--- config.mk ---
export PLATFORM = sky130hd
export DESIGN_NAME = divider64
export DESIGN_NICKNAME = d
export VERILOG_FILES = /design/src/rtl/divider64.sv
export SDC_FILE = /design/constraint.sdc
export NUM_CORES = 1
export LEC_CHECK = 0
export CORE_MARGIN = 5
export CORE_UTILIZATION = 25
export DETAILED_ROUTE_END_ITERATION = 8
export GPL_ROUTABILITY_DRIVEN = 0
export PLACE_DENSITY_LB_ADDON = 0.25
export SKIP_CTS_REPAIR_TIMING = 1
export SLEW_MARGIN = 20
export SYNTH_ARGS = -nofsm -noshare
export SYNTH_HDL_FRONTEND = slang
export SYNTH_SLANG_ARGS = --single-unit
--- constraint.sdc ---
create_clock -name clk -period 3.4 [get_ports clk]
set_input_delay 0.68 -clock clk [delete_from_list [all_inputs] [get_ports clk]]
set_output_delay 0.68 -clock clk [all_outputs]
set_load 0.005 [all_outputs]
--- src/rtl/divider64.sv ---
// 64-bit restoring shift-subtract divider, one quotient bit per cycle.
// Optional signed support is enabled by defining DIVIDER64_SIGNED_EN (adds the sgn port).
module divider64 (
    input  logic        clk,
    input  logic        reset,
    input  logic        start,
    input  logic [63:0] dividend,
    input  logic [63:0] divisor,
`ifdef DIVIDER64_SIGNED_EN
    input  logic        sgn,
`endif
    output logic        busy,
    output logic        done,
    output logic [63:0] quotient,
    output logic [63:0] remainder,
    output logic        dbz
);

    // state | meaning
    // IDLE  | waiting for start; results hold
    // RUN   | one shift-subtract iteration per cycle, cnt_q 63 -> 0
    // DONE  | one-cycle done pulse; results just updated
    typedef enum logic [1:0] {IDLE, RUN, DONE} state_t;

    state_t      state_q, state_d;
    logic [5:0]  cnt_q, cnt_d;
    logic [63:0] prem_q, prem_d;
    logic [63:0] acc_q, acc_d;
    logic [63:0] dvs_q, dvs_d;
    logic        negq_q, negq_d;
    logic        negr_q, negr_d;
    logic [63:0] quo_q, quo_d;
    logic [63:0] rem_q, rem_d;
    logic        dbz_q, dbz_d;

    logic        op_signed;
    logic [63:0] dend_mag, dvs_mag;
    logic [64:0] shifted, trial;
    logic [63:0] iter_rem, iter_quo;
    logic [63:0] fin_quo, fin_rem;

`ifdef DIVIDER64_SIGNED_EN
    assign op_signed = sgn;
`else
    assign op_signed = 1'b0;
`endif

    // Signed operands are reduced to magnitudes at capture; signs are reapplied on DONE entry.
    assign dend_mag = (op_signed && dividend[63]) ? -dividend : dividend;
    assign dvs_mag  = (op_signed && divisor[63])  ? -divisor  : divisor;

    assign shifted  = {prem_q, acc_q[63]};
    assign trial    = shifted - {1'b0, dvs_q};
    assign iter_rem = trial[64] ? shifted[63:0] : trial[63:0];
    assign iter_quo = {acc_q[62:0], ~trial[64]};

    assign fin_quo  = negq_q ? -iter_quo : iter_quo;
    assign fin_rem  = negr_q ? -iter_rem : iter_rem;

    always_comb begin
        state_d = state_q;
        cnt_d   = cnt_q;
        prem_d  = prem_q;
        acc_d   = acc_q;
        dvs_d   = dvs_q;
        negq_d  = negq_q;
        negr_d  = negr_q;
        quo_d   = quo_q;
        rem_d   = rem_q;
        dbz_d   = dbz_q;
        case (state_q)
            IDLE: begin
                if (start) begin
                    dvs_d  = dvs_mag;
                    acc_d  = dend_mag;
                    prem_d = '0;
                    cnt_d  = 6'd63;
                    negq_d = op_signed & (dividend[63] ^ divisor[63]);
                    negr_d = op_signed & dividend[63];
                    if (divisor == 64'd0) begin
                        state_d = DONE;
                        quo_d   = '1;
                        rem_d   = dividend;
                        dbz_d   = 1'b1;
                    end else begin
                        state_d = RUN;
                    end
                end
            end
            RUN: begin
                prem_d = iter_rem;
                acc_d  = iter_quo;
                cnt_d  = cnt_q - 6'd1;
                if (cnt_q == 6'd0) begin
                    state_d = DONE;
                    quo_d   = fin_quo;
                    rem_d   = fin_rem;
                    dbz_d   = 1'b0;
                end
            end
            DONE: begin
                state_d = IDLE;
            end
            default: begin
                state_d = IDLE;
            end
        endcase
    end

    always_ff @(posedge clk or negedge reset) begin
        if (!reset) begin
            state_q <= IDLE;
            cnt_q   <= '0;
            prem_q  <= '0;
            acc_q   <= '0;
            dvs_q   <= '0;
            negq_q  <= 1'b0;
            negr_q  <= 1'b0;
            quo_q   <= '0;
            rem_q   <= '0;
            dbz_q   <= 1'b0;
        end else begin
            state_q <= state_d;
            cnt_q   <= cnt_d;
            prem_q  <= prem_d;
            acc_q   <= acc_d;
            dvs_q   <= dvs_d;
            negq_q  <= negq_d;
            negr_q  <= negr_d;
            quo_q   <= quo_d;
            rem_q   <= rem_d;
            dbz_q   <= dbz_d;
        end
    end

    assign busy      = (state_q != IDLE);
    assign done      = (state_q == DONE);
    assign quotient  = quo_q;
    assign remainder = rem_q;
    assign dbz       = dbz_q;

endmodule

# After elaboration in Yosys (flattened, before gate mapping)
# Cells that the tools add are included.
[word_totals]
ff_bits = 329
out_inout_bits = 131
[op_classes]
n_eq_ne = 5
reduce_logical = 9
n_bitwise = 1
add_sub_neg = 2
mux = 23
[op_table]
columns = ["op", "count"]
rows = [
  ["$mux W64", 9],
  ["$pmux W64 S2", 4],
  ["$sub A65 B64 Y65", 1],
  ["$logic_not A64 Y1", 1],
  ["$pmux W6 S2", 1],
  ["$logic_not A6 Y1", 1],
  ["$mux W2", 3],
  ["$mux W6", 1],
  ["$ne A2 B2 Y1 const B", 3],
  ["$reduce_and A2 Y1", 3],
  ["$sub A6 B1 Y6 const B", 1],
  ["$pmux W2 S2", 1],
  ["$reduce_and A4 Y1", 1],
  ["$reduce_bool A2 Y1", 2],
  ["$mux W1", 3],
  ["$eq A2 B1 Y1 const B", 1],
  ["$eq A2 B2 Y1 const B", 1],
  ["$logic_not A2 Y1", 1],
  ["$pmux W1 S2", 1],
  ["$not A1 Y1", 1],
]

# Depth between registers and ports, before layout
# Gate-level depths: netlist (run 1).
[depth]
depth_word = 4
ltp_mapped = 16
ltp_nobuf = 14

# Least setup slack after synthesis (run 1)
# No wires, ideal clock.
[synth_timing]
path_kind = "reg2reg"
from = "register acc_q[63]"
to = "register prem_q[0]"
setup_slack_ns = -0.214
arrival_time_ns = 3.486
required_time_ns = 3.272
path_stages_with_launch = 17
cell_sequence = "dfrtp_1 -> inv_1 -> ha_1 -> fa_1 -> nand2b_1 -> a21oi_1 -> o2111a_1 -> a311oi_2 -> o311ai_4 -> a211oi_2 -> o21ai_2 -> a31oi_4 -> xnor2_2 -> buf_4 -> buf_4 -> mux2i_1 -> o21ai_1"
[synth_via]
elab_chain_cells = 3
[synth_lines]
columns = ["element", "line", "text"]
rows = [
  ["from (decl)", "28", "logic [63:0] acc_q, acc_d;"],
  ["from (signal assigned)", "115", "acc_q <= '0;"],
  ["from (signal assigned)", "126", "acc_q <= acc_d;"],
  ["$sub A65 B64 Y65", "53", "assign trial = shifted - {1'b0, dvs_q};"],
  ["$mux W64 *", "54", "assign iter_rem = trial[64] ? shifted[63:0] : trial[63:0];"],
  ["$pmux W64 S2 *", "71", "case (state_q)"],
  ["to (signal assigned)", "125", "prem_q <= prem_d;"],
  ["to (decl)", "27", "logic [63:0] prem_q, prem_d;"],
]
# Mark *: on every way between the ends. The rest lies on a longest branch, timed or not.
# A chain may end at the register's enable or synchronous reset.

# Worst setup path after layout (run 1)
[layout_timing]
from = "register dvs_q[5]"
to = "register prem_q[16]"
[layout_via]
elab_chain_cells = 3
[layout_lines]
columns = ["element", "line", "text"]
rows = [
  ["from (decl)", "29", "logic [63:0] dvs_q, dvs_d;"],
  ["from (signal assigned)", "127", "dvs_q <= dvs_d;"],
  ["$sub A65 B64 Y65", "53", ""],
  ["$mux W64", "54", ""],
  ["$pmux W64 S2", "71", ""],
]
# Every way passes these cells.

==> run metrics, run 1 <==
Setup crit start kind flip-flop; post-route worst hold slack 0.03756 ns; synthesis warning total 0; number of ports placed on the die boundary 262; TritonCTS clock tree built; Root Driver clkbuf_16; total core area 69,660 um^2; via count of the first global-routing pass 15.83k; routed via count divided by cell count 4.866; net count reported at finish 2,539; via count 16.13k; routed length per instance 19.94 um; final cycle utilization of the critical path 108.5%; commonest non-fill, non-tap cells in the layout dfrtp_1 (329), nand2_1 (328), clkdlybuf4s50_1 (260), buf_4 (169), o21ai_0 (157); Starting DRT DRC Count 1,218; Worst-Skew Late Latency 0.56 ns; fraction of the yosys area taken by sequential cells 47.09%; clk_skew 0.01289 ns; Critical Path Sink Type flip-flop; Tightest Pin Transition 0.9928 ns; Required @ worst endpoint 3.82 ns; number of cell rows 97; largest fanout on the critical path 8; CP Data Arrival Time 4.11 ns; class of the most critical setup path flip-flop to flip-flop; syn nets 2,161; average footprint of a synthesized cell 8.907 um^2; relative max-transition margin 33.57%; run status finished, violations left; flip-flop and latch count after synthesis 329; unrepaired setup endpoints after global routing yes; cell area power density 1194 nW/um^2; Clock H-tree levels 2; number of slew-limit violations in the final report 0; die outline area 75,330 um^2; share of post-route cells with drive strength above 1 15.26%; netlist area before placement 17,480 um^2; wire length after detailed routing 66,070 um; f_max 271.2 MHz; number of buffers inserted during clock tree synthesis 37; count of flip-flops with a built-in enable after synthesis 0; GRT Util Overall 16.86%; post-route ant nets 0; setup TNS -25.53 ns; Final Setup Violations 130; overall power of the completed layout 29.42 mW; first-pass GRT wire length 98,690 um; instance count of the mapped netlist 1,963; final worst setup slack -0.2880 ns; post-placement worst setup slack -0.4604 ns; most common cell after layout, fill and taps aside dfrtp_1; post-route minimum period 3.688 ns; layout-stage area growth over the synthesis result 40.93%; Die H 274.5 um; Die Span X 274.5 um; Sink Count 329; violated checks setup timing; highest ir drop seen on vdd 604.3 uV; Post-synth top flop dfrtp_1; Initial DRT Pass Iterations 5; distinct cell type count of the synthesized netlist 61; number of cells on the worst reg-to-reg path 17; async set or reset register ratio after synthesis 100.0%; overflow left after global routing 0; count of final hold-check violations 0; number of fillers in the final layout 7,118; Hold WC Path Type input port to async pin; leakage power summed over all cells 10.43 nW; effective utilization at floorplan 25.10%; detailed placement HPWL 50,200 um; detailed-route DRC error count 0; count of maximum capacitance violations 0; initial antenna violation count 16; largest net degree at the start of global routing 158; Max Root-Sink Buffers 3; Port Buffers 261; clock transition at the registers of the reported paths 0.06 ns
-- sequential cells by signal, indices dropped and copies added (netlist names) --
| signal | flops |
|---|---|
| prem_q | 64 |
| quotient | 64 |
| dvs_q | 64 |
| remainder | 64 |
| dbz | 1 |
| state_q | 2 |
| cnt_q | 6 |
| acc_q | 64 |
-- final cells by class --
class                      instances  area, um^2  share of cell area, %
antenna                            9       22.52                0.09140
clock inverter                    14       251.5                  1.021
timing repair buffer             467        4508                  18.29
tap                              940        1176                  4.773
clock buffer                      49        1041                  4.225
multi-input combinational       1418        9076                  36.83
inverter                          88       332.8                  1.351
sequential                       329        8233                  33.41
-- where the power goes --
part / leakage [nW] / total [mW] / internal, mW / switching, mW
registers: 3.85 / 6.71 / 5.58 / 1.14
clock network: 0.627 / 4.33 / 2.61 / 1.72
logic: 5.96 / 18.4 / 8.58 / 9.79
total: 10.4 / 29.4 / 16.8 / 12.6
-- per-stage QoR --
step / area [um^2] / utilization (%) / cells
global placement: 22460 / 32.24 / 3226
finish: 24640 / 35.37 / 3314
CTS: 23750 / 34.09 / 3289
floorplan: 17520 / - / 1963
detailed placement: 22460 / 32.24 / 3226
global route: 24630 / 35.36 / 3311
-- per-layer routing --
| layer | track usage (%) | wire, um | up-vias |
|---|---|---|---|
| met5 | 0 | 74 | - |
| met4 | 5.403 | 2206 | 12 |
| met3 | 3.850 | 3978 | 109 |
| met2 | 25.56 | 29160 | 441 |
| met1 | 23.84 | 30650 | 7895 |
| li1 | - | - | 7670 |
-- critical path, cell delays in order (launching register included) --
cell and delay [ns]:
dfrtp_1 0.37, inv_2 0.08, ha_4 0.20, a21o_1 0.16, a211o_1 0.27, o2111a_2 0.29
a311oi_4 0.37, o311ai_4 0.17, a211oi_2 0.29, o21ai_2 0.13, a31oi_4 0.21, xnor2_4 0.15
buf_12 0.15, buf_12 0.10, clkbuf_16 0.15, buf_4 0.12, mux2i_4 0.23, o21ai_0 0.09
-- kinds of logic (layout without fill, tap and decap cells) --
logic type | count (synthesis) | after routing | synth area share, %
compound gates | 606 | 606 | 21.04
xor+xnor | 67 | 67 | 3.442
fa+ha+maj | 67 | 67 | 4.838
buf+inv | 216 | 618 | 4.716
flops | 329 | 329 | 47.09
mux | 61 | 61 | 3.499
other cells | 0 | 9 | 0
simple gates | 617 | 617 | 15.38
-- final timing paths --
path	start	slack, ns	endpoint
worst max register to register	dvs_q[5]	-0.29	prem_q[16]
worst max-delay path	dvs_q[5]	-0.29	prem_q[16]
worst min register to register	remainder[46]	0.49	remainder[46]
min in group clk	remainder[46]	0.49	remainder[46]
max in group asynchronous	reset	2.52	quotient[44]
worst min-delay path	reset	0.04	dvs_q[6]
-- Yosys cell counts (29+ instances only) --
cell type,n,area (um^2)
dfrtp_1,329,8233
nand2_1,329,1235
clkbuf_1,116,435.4
o21ai_1,29,145.1
nor2_1,123,461.7
and3_1,48,300.3
o21ai_0,195,975.9
inv_1,88,330.3
mux2i_1,60,600.6
xnor2_1,42,367.9
ha_1,66,825.8
a21oi_1,146,730.7
o22a_1,63,551.8
a31oi_1,73,456.7
(Power assumes the default switching activity.)
==> inputs of run 2 (changes only) <==
--- a/config.mk
+++ b/config.mk
@@ -15,3 +15,4 @@
 export SYNTH_ARGS = -nofsm -noshare
 export SYNTH_HDL_FRONTEND = slang
 export SYNTH_SLANG_ARGS = --single-unit
+export TNS_END_PERCENT = 5
==> run metrics, run 2 (same netlist as run 1, synthesis figures left out) <==
run status finished, violations left; violated checks setup timing; commonest non-fill, non-tap cells in the layout dfrtp_1 (329), nand2_1 (328), clkdlybuf4s50_1 (260), buf_4 (179), o21ai_0 (175); post-route minimum period 3.716 ns (+0.02775 ns); setup TNS -28.58 ns (-3.058 ns); unrepaired setup endpoints after global routing yes; wire length after detailed routing 65,760 um (-0.47%); Tightest Pin Transition 1.012 ns (+0.01938 ns); final instance area 24,230 um^2 (-1.7%); first-pass GRT wire length 98,690 um (unchanged); TritonCTS clock tree built; Worst-Skew Late Latency 0.56 ns (about the same); Clock H-tree levels 2 (unchanged); initial antenna violation count 16 (unchanged); number of cells on the worst reg-to-reg path 17 (unchanged); cell area power density 1165 nW/um^2 (-2.4%); crit-path leading delay family compound AO/OA/AOI/OAI gates; number of fillers in the final layout 7,158 (+0.56%); final cycle utilization of the critical path 109.3% (+0.82 points); Crit path buffers/inverters 5 (unchanged); final worst setup slack -0.3157 ns (-0.02775 ns); CP Data Arrival Time 4.13 ns (+0.02 ns); Die Span X 274.5 um (unchanged); leakage power summed over all cells 10.34 nW (-0.93%); routed via count divided by cell count 4.854 (-0.25%); Die H 274.5 um (unchanged); count of final hold-check violations 0 (unchanged); Final Setup Violations 130 (unchanged); number of slew-limit violations in the final report 0 (unchanged); CP Cell Sequence inv_2 > ha_4 > a21o_1 > a211o_1 > o2111a_2 > a311oi_4 > o311ai_4 > a211oi_2 > o21ai_2 > a31oi_4 > xnor2_4 > buf_12 > buf_12 > clkbuf_16 > buf_4 > mux2i_2 > o21ai_0; Root Driver clkbuf_16; number of ports placed on the die boundary 262 (unchanged); layout-stage area growth over the synthesis result 38.58%; detailed-route DRC error count 0 (unchanged); relative max-transition margin 32.27% (-1.3 points); clk_skew 0.01112 ns (-0.001766 ns); class of the most critical setup path flip-flop to flip-flop; Port Buffers 261 (unchanged); Worst path most repeated cell buf_12; post-route worst hold slack 0.03653 ns (-0.001024 ns); die outline area 75,330 um^2 (unchanged); GRT Util Overall 16.86% (unchanged); total core area 69,660 um^2 (unchanged); Initial DRT Pass Iterations 7 (+2); post-route ant nets 0 (unchanged); overflow left after global routing 0 (unchanged); number of buffers inserted during clock tree synthesis 37 (unchanged); slowest cell delay on critical path 0.37 ns (about the same); Required @ worst endpoint 3.81 ns (about the same); net count reported at finish 2,533 (-0.24%); number of cell rows 97 (unchanged); highest-delay cell along the critical path dfrtp_1; Sink Count 329 (unchanged); Setup crit start kind flip-flop; internal reg-to-reg setup slack -0.32 ns (-0.03 ns); effective utilization at floorplan 25.10% (unchanged); Starting DRT DRC Count 1,289 (+5.8%); reg-to-reg endpoint prem_q[17]; most common cell after layout, fill and taps aside dfrtp_1; post-placement worst setup slack -0.4604 ns (unchanged); via count 16.06k (-0.43%); largest net degree at the start of global routing 158 (unchanged); count of maximum capacitance violations 0 (unchanged); highest ir drop seen on vdd 634.2 uV (+4.9%); detailed placement HPWL 50,200 um (unchanged); largest fanout on the critical path 8 (unchanged); routed length per instance 19.88 um (-0.29%); standard cell area after detailed placement 22,460 um^2 (unchanged); Max Root-Sink Buffers 3 (unchanged); Hold WC Path Type input port to async pin; f_max 269.1 MHz (-0.75%); clock transition at the registers of the reported paths 0.06 ns (about the same); launch instance of the worst register-to-register path dvs_q[5]; via count of the first global-routing pass 15.83k (unchanged); Critical Path Sink Type flip-flop; share of post-route cells with drive strength above 1 14.24% (-1.0 points)
## run 2: cell count changes in the layout (fill, tap and decap cells not counted), sizes merged
| cell | change |
|---|---|
| clkbuf | -1 |
| buf | -5 |
## run 2: per-stage QoR
stage / cells / utilization (%) / power [mW]
after global placement: 3226 / 32.24 / 22.34
after detailed placement: 3226 / 32.24 / 22.54
after floorplan: 1963 / - / 15.62
after global routing: 3305 / 34.77 / 30.24
final: 3308 / 34.78 / 28.23
after CTS: 3289 / 34.09 / 26.99
## run 2: how the worst max path moves through the flow
stage | from | end | depth (start not counted)
global placement | dvs_q[21] | prem_q[27] | 15
global route | dvs_q[5] | prem_q[17] | 17
detailed placement | dvs_q[21] | prem_q[29] | 15
floorplan | acc_q[63] | prem_q[30] | 15
CTS | dvs_q[21] | prem_q[29] | 15
finish | dvs_q[5] | prem_q[17] | 17
## run 2: area by class of cell
class | count | area, um^2 | area share (%)
Clock buffer | 49 | 1041 | 4.296
Inverter | 88 | 332.8 | 1.374
Antenna cell | 9 | 22.52 | 0.09295
Clock inverter | 14 | 251.5 | 1.038
Sequential cell | 329 | 8233 | 33.98
Tap cell | 940 | 1176 | 4.854
Timing Repair Buffer | 461 | 4369 | 18.03
Multi-Input combinational cell | 1418 | 8803 | 36.33
## run 2: metal layers
metal	global-route usage [%]	routed length [um]	vias to the layer above
met4	5.403	2179	12
met5	0	74	-
met2	25.56	29020	461
met3	3.850	4370	104
li1	-	-	7648
met1	23.84	30110	7833
## run 2: power breakdown
group / internal (mW) / total [mW] / switching, mW
registers: 5.58 / 6.69 / 1.12
logic: 7.88 / 17.2 / 9.32
clock network: 2.61 / 4.33 / 1.72
total: 16.1 / 28.2 / 12.2
==> inputs of run 3 (changes only) <==
--- a/config.mk
+++ b/config.mk
@@ -10,6 +10,7 @@
 export DETAILED_ROUTE_END_ITERATION = 8
 export GPL_ROUTABILITY_DRIVEN = 0
 export PLACE_DENSITY_LB_ADDON = 0.25
+export RECOVER_POWER = 25
 export SKIP_CTS_REPAIR_TIMING = 1
 export SLEW_MARGIN = 20
 export SYNTH_ARGS = -nofsm -noshare
==> run metrics, run 3 (same netlist as run 1, synthesis figures left out) <==
first-pass GRT wire length 98,690 um (unchanged); Port Buffers 261 (unchanged); GRT Util Overall 16.86% (unchanged); Die Span X 274.5 um (unchanged); layout-stage area growth over the synthesis result 38.41%; number of slew-limit violations in the final report 47 (+47); largest fanout on the critical path 8 (unchanged); most common cell after layout, fill and taps aside dfrtp_1; post-placement worst setup slack -0.4604 ns (unchanged); Global Route met3 Usage 3.850% (unchanged); routed length per instance 19.91 um (+0.18%); via count of the first global-routing pass 15.83k (unchanged); commonest non-fill, non-tap cells in the layout dfrtp_1 (329), nand2_1 (328), clkdlybuf4s50_1 (260), buf_4 (179), o21ai_0 (175); Starting DRT DRC Count 1,255 (-2.6%); Die H 274.5 um (unchanged); slowest cell delay on critical path 0.37 ns (about the same); Root Driver clkbuf_16; Tightest Pin Transition 2.854 ns (+1.842 ns); Worst path most repeated cell buf_12; Critical Path Sink Type flip-flop; detailed placement HPWL 50,200 um (unchanged); Required @ worst endpoint 3.83 ns (+0.02 ns); CP Data Arrival Time 4.14 ns (about the same); via count 16.10k (+0.23%); final instance area 24,200 um^2 (-0.12%); largest net degree at the start of global routing 158 (unchanged); leakage power summed over all cells 10.32 nW (-0.12%); die outline area 75,330 um^2 (unchanged); met1 Use GR 23.84% (unchanged); count of non-filler cells in the finished layout 3,308 (unchanged); number of buffers inserted during clock tree synthesis 37 (unchanged); highest ir drop seen on vdd 637.9 uV (+0.59%); post-route worst hold slack 0.4894 ns (+0.4528 ns); number of cell rows 97 (unchanged); number of fillers in the final layout 7,163 (+0.070%); clock transition at the registers of the reported paths 0.07 ns (about the same); detailed-route DRC error count 0 (unchanged); count of maximum capacitance violations 1 (+1); cell area power density 1167 nW/um^2 (+0.12%); share of post-route cells with drive strength above 1 14.20% (-0.042 points); overflow left after global routing 0 (unchanged); wire length after detailed routing 65,880 um (+0.18%); Clock H-tree levels 2 (unchanged); effective utilization at floorplan 25.10% (unchanged); relative max-transition margin -90.26% (-120 points); violated checks capacitance limit, slew limit, setup timing; total core area 69,660 um^2 (unchanged); unrepaired setup endpoints after global routing yes; Worst-Skew Late Latency 0.56 ns (about the same); Hold WC Path Type flip-flop to flip-flop; overall power of the completed layout 28.23 mW (about the same); post-route minimum period 3.711 ns (-0.005122 ns); final worst setup slack -0.3106 ns (+0.005122 ns); f_max 269.5 MHz (+0.14%); clk_skew 0.01140 ns (+0.0002791 ns); Placed Cells incl. Taps 3,226 (unchanged); Final Setup Violations 130 (unchanged); CP Cell Sequence inv_2 > ha_4 > a21o_1 > a211o_1 > o2111a_2 > a311oi_4 > o311ai_4 > a211oi_2 > o21ai_2 > a31oi_4 > xnor2_4 > buf_12 > buf_12 > clkbuf_16 > buf_6 > mux2i_2 > o21ai_1; Sink Count 329 (unchanged); Global Route met2 Usage 25.56% (unchanged); TritonCTS clock tree built; Setup crit start kind flip-flop; post-route ant nets 0 (unchanged); Max Root-Sink Buffers 3 (unchanged); run status finished, violations left; final cycle utilization of the critical path 109.1% (-0.15 points); number of ports placed on the die boundary 262 (unchanged); standard cell area after detailed placement 22,460 um^2 (unchanged); most used routing layer in global routing met2; initial antenna violation count 16 (unchanged); net count reported at finish 2,533 (unchanged); count of final hold-check violations 0 (unchanged); routed via count divided by cell count 4.865 (+0.23%); Initial DRT Pass Iterations 5 (-2); class of the most critical setup path flip-flop to flip-flop; highest-delay cell along the critical path dfrtp_1
run 3: report_power, final:
part	switching, mW	internal (mW)	leakage (nW)
sequential	1.12	5.58	3.85
combinational	9.32	7.88	5.85
clock	1.72	2.62	0.627
run 3: final cells by class:
type	instances	area (um^2)	share of cell area [%]
multi-input cells	1418	8803	36.38
flip-flops and latches	329	8233	34.02
repair buffers	461	4340	17.94
well taps	940	1176	4.860
clock buffers	49	1041	4.302
inverters	88	332.8	1.375
clock inverters	14	251.5	1.039
diodes	9	22.52	0.09306
run 3: stage by stage:
| step | utilization (%) | setup TNS, ns |
|---|---|---|
| finish | 34.74 | -27.25 |
| global placement | 32.24 | -40.98 |
| global route | 34.73 | -48.29 |
| floorplan | - | -0.1692 |
| CTS | 34.09 | -45.28 |
| detailed placement | 32.24 | -52.87 |
run 3: final timing paths:
path,from,endpoint,slack [ns],depth (start not counted)
min,remainder[45],remainder[45],0.49,2
max reg2reg,dvs_q[5],prem_q[41],-0.31,17
min in group asynchronous,reset,dvs_q[11],1.05,1
max,dvs_q[5],prem_q[41],-0.31,17
max in group asynchronous,reset,quotient[57],0.57,2
min reg2reg,remainder[45],remainder[45],0.49,2
run 3: critical path: cells and delay by family, from the launching register on:
family          cells  cell delay (ns)
compound gates      9             2.02
buf+inv             5             0.60
flops               1             0.37
mux                 1             0.23
fa+ha+maj           1             0.20
xor+xnor            1             0.16
run 3: per-layer routing:
metal	vias up	share of wire, %
met4	12	3.2
li1	7653	-
met3	99	6.6
met2	465	44
met1	7866	46
met5	-	0.11
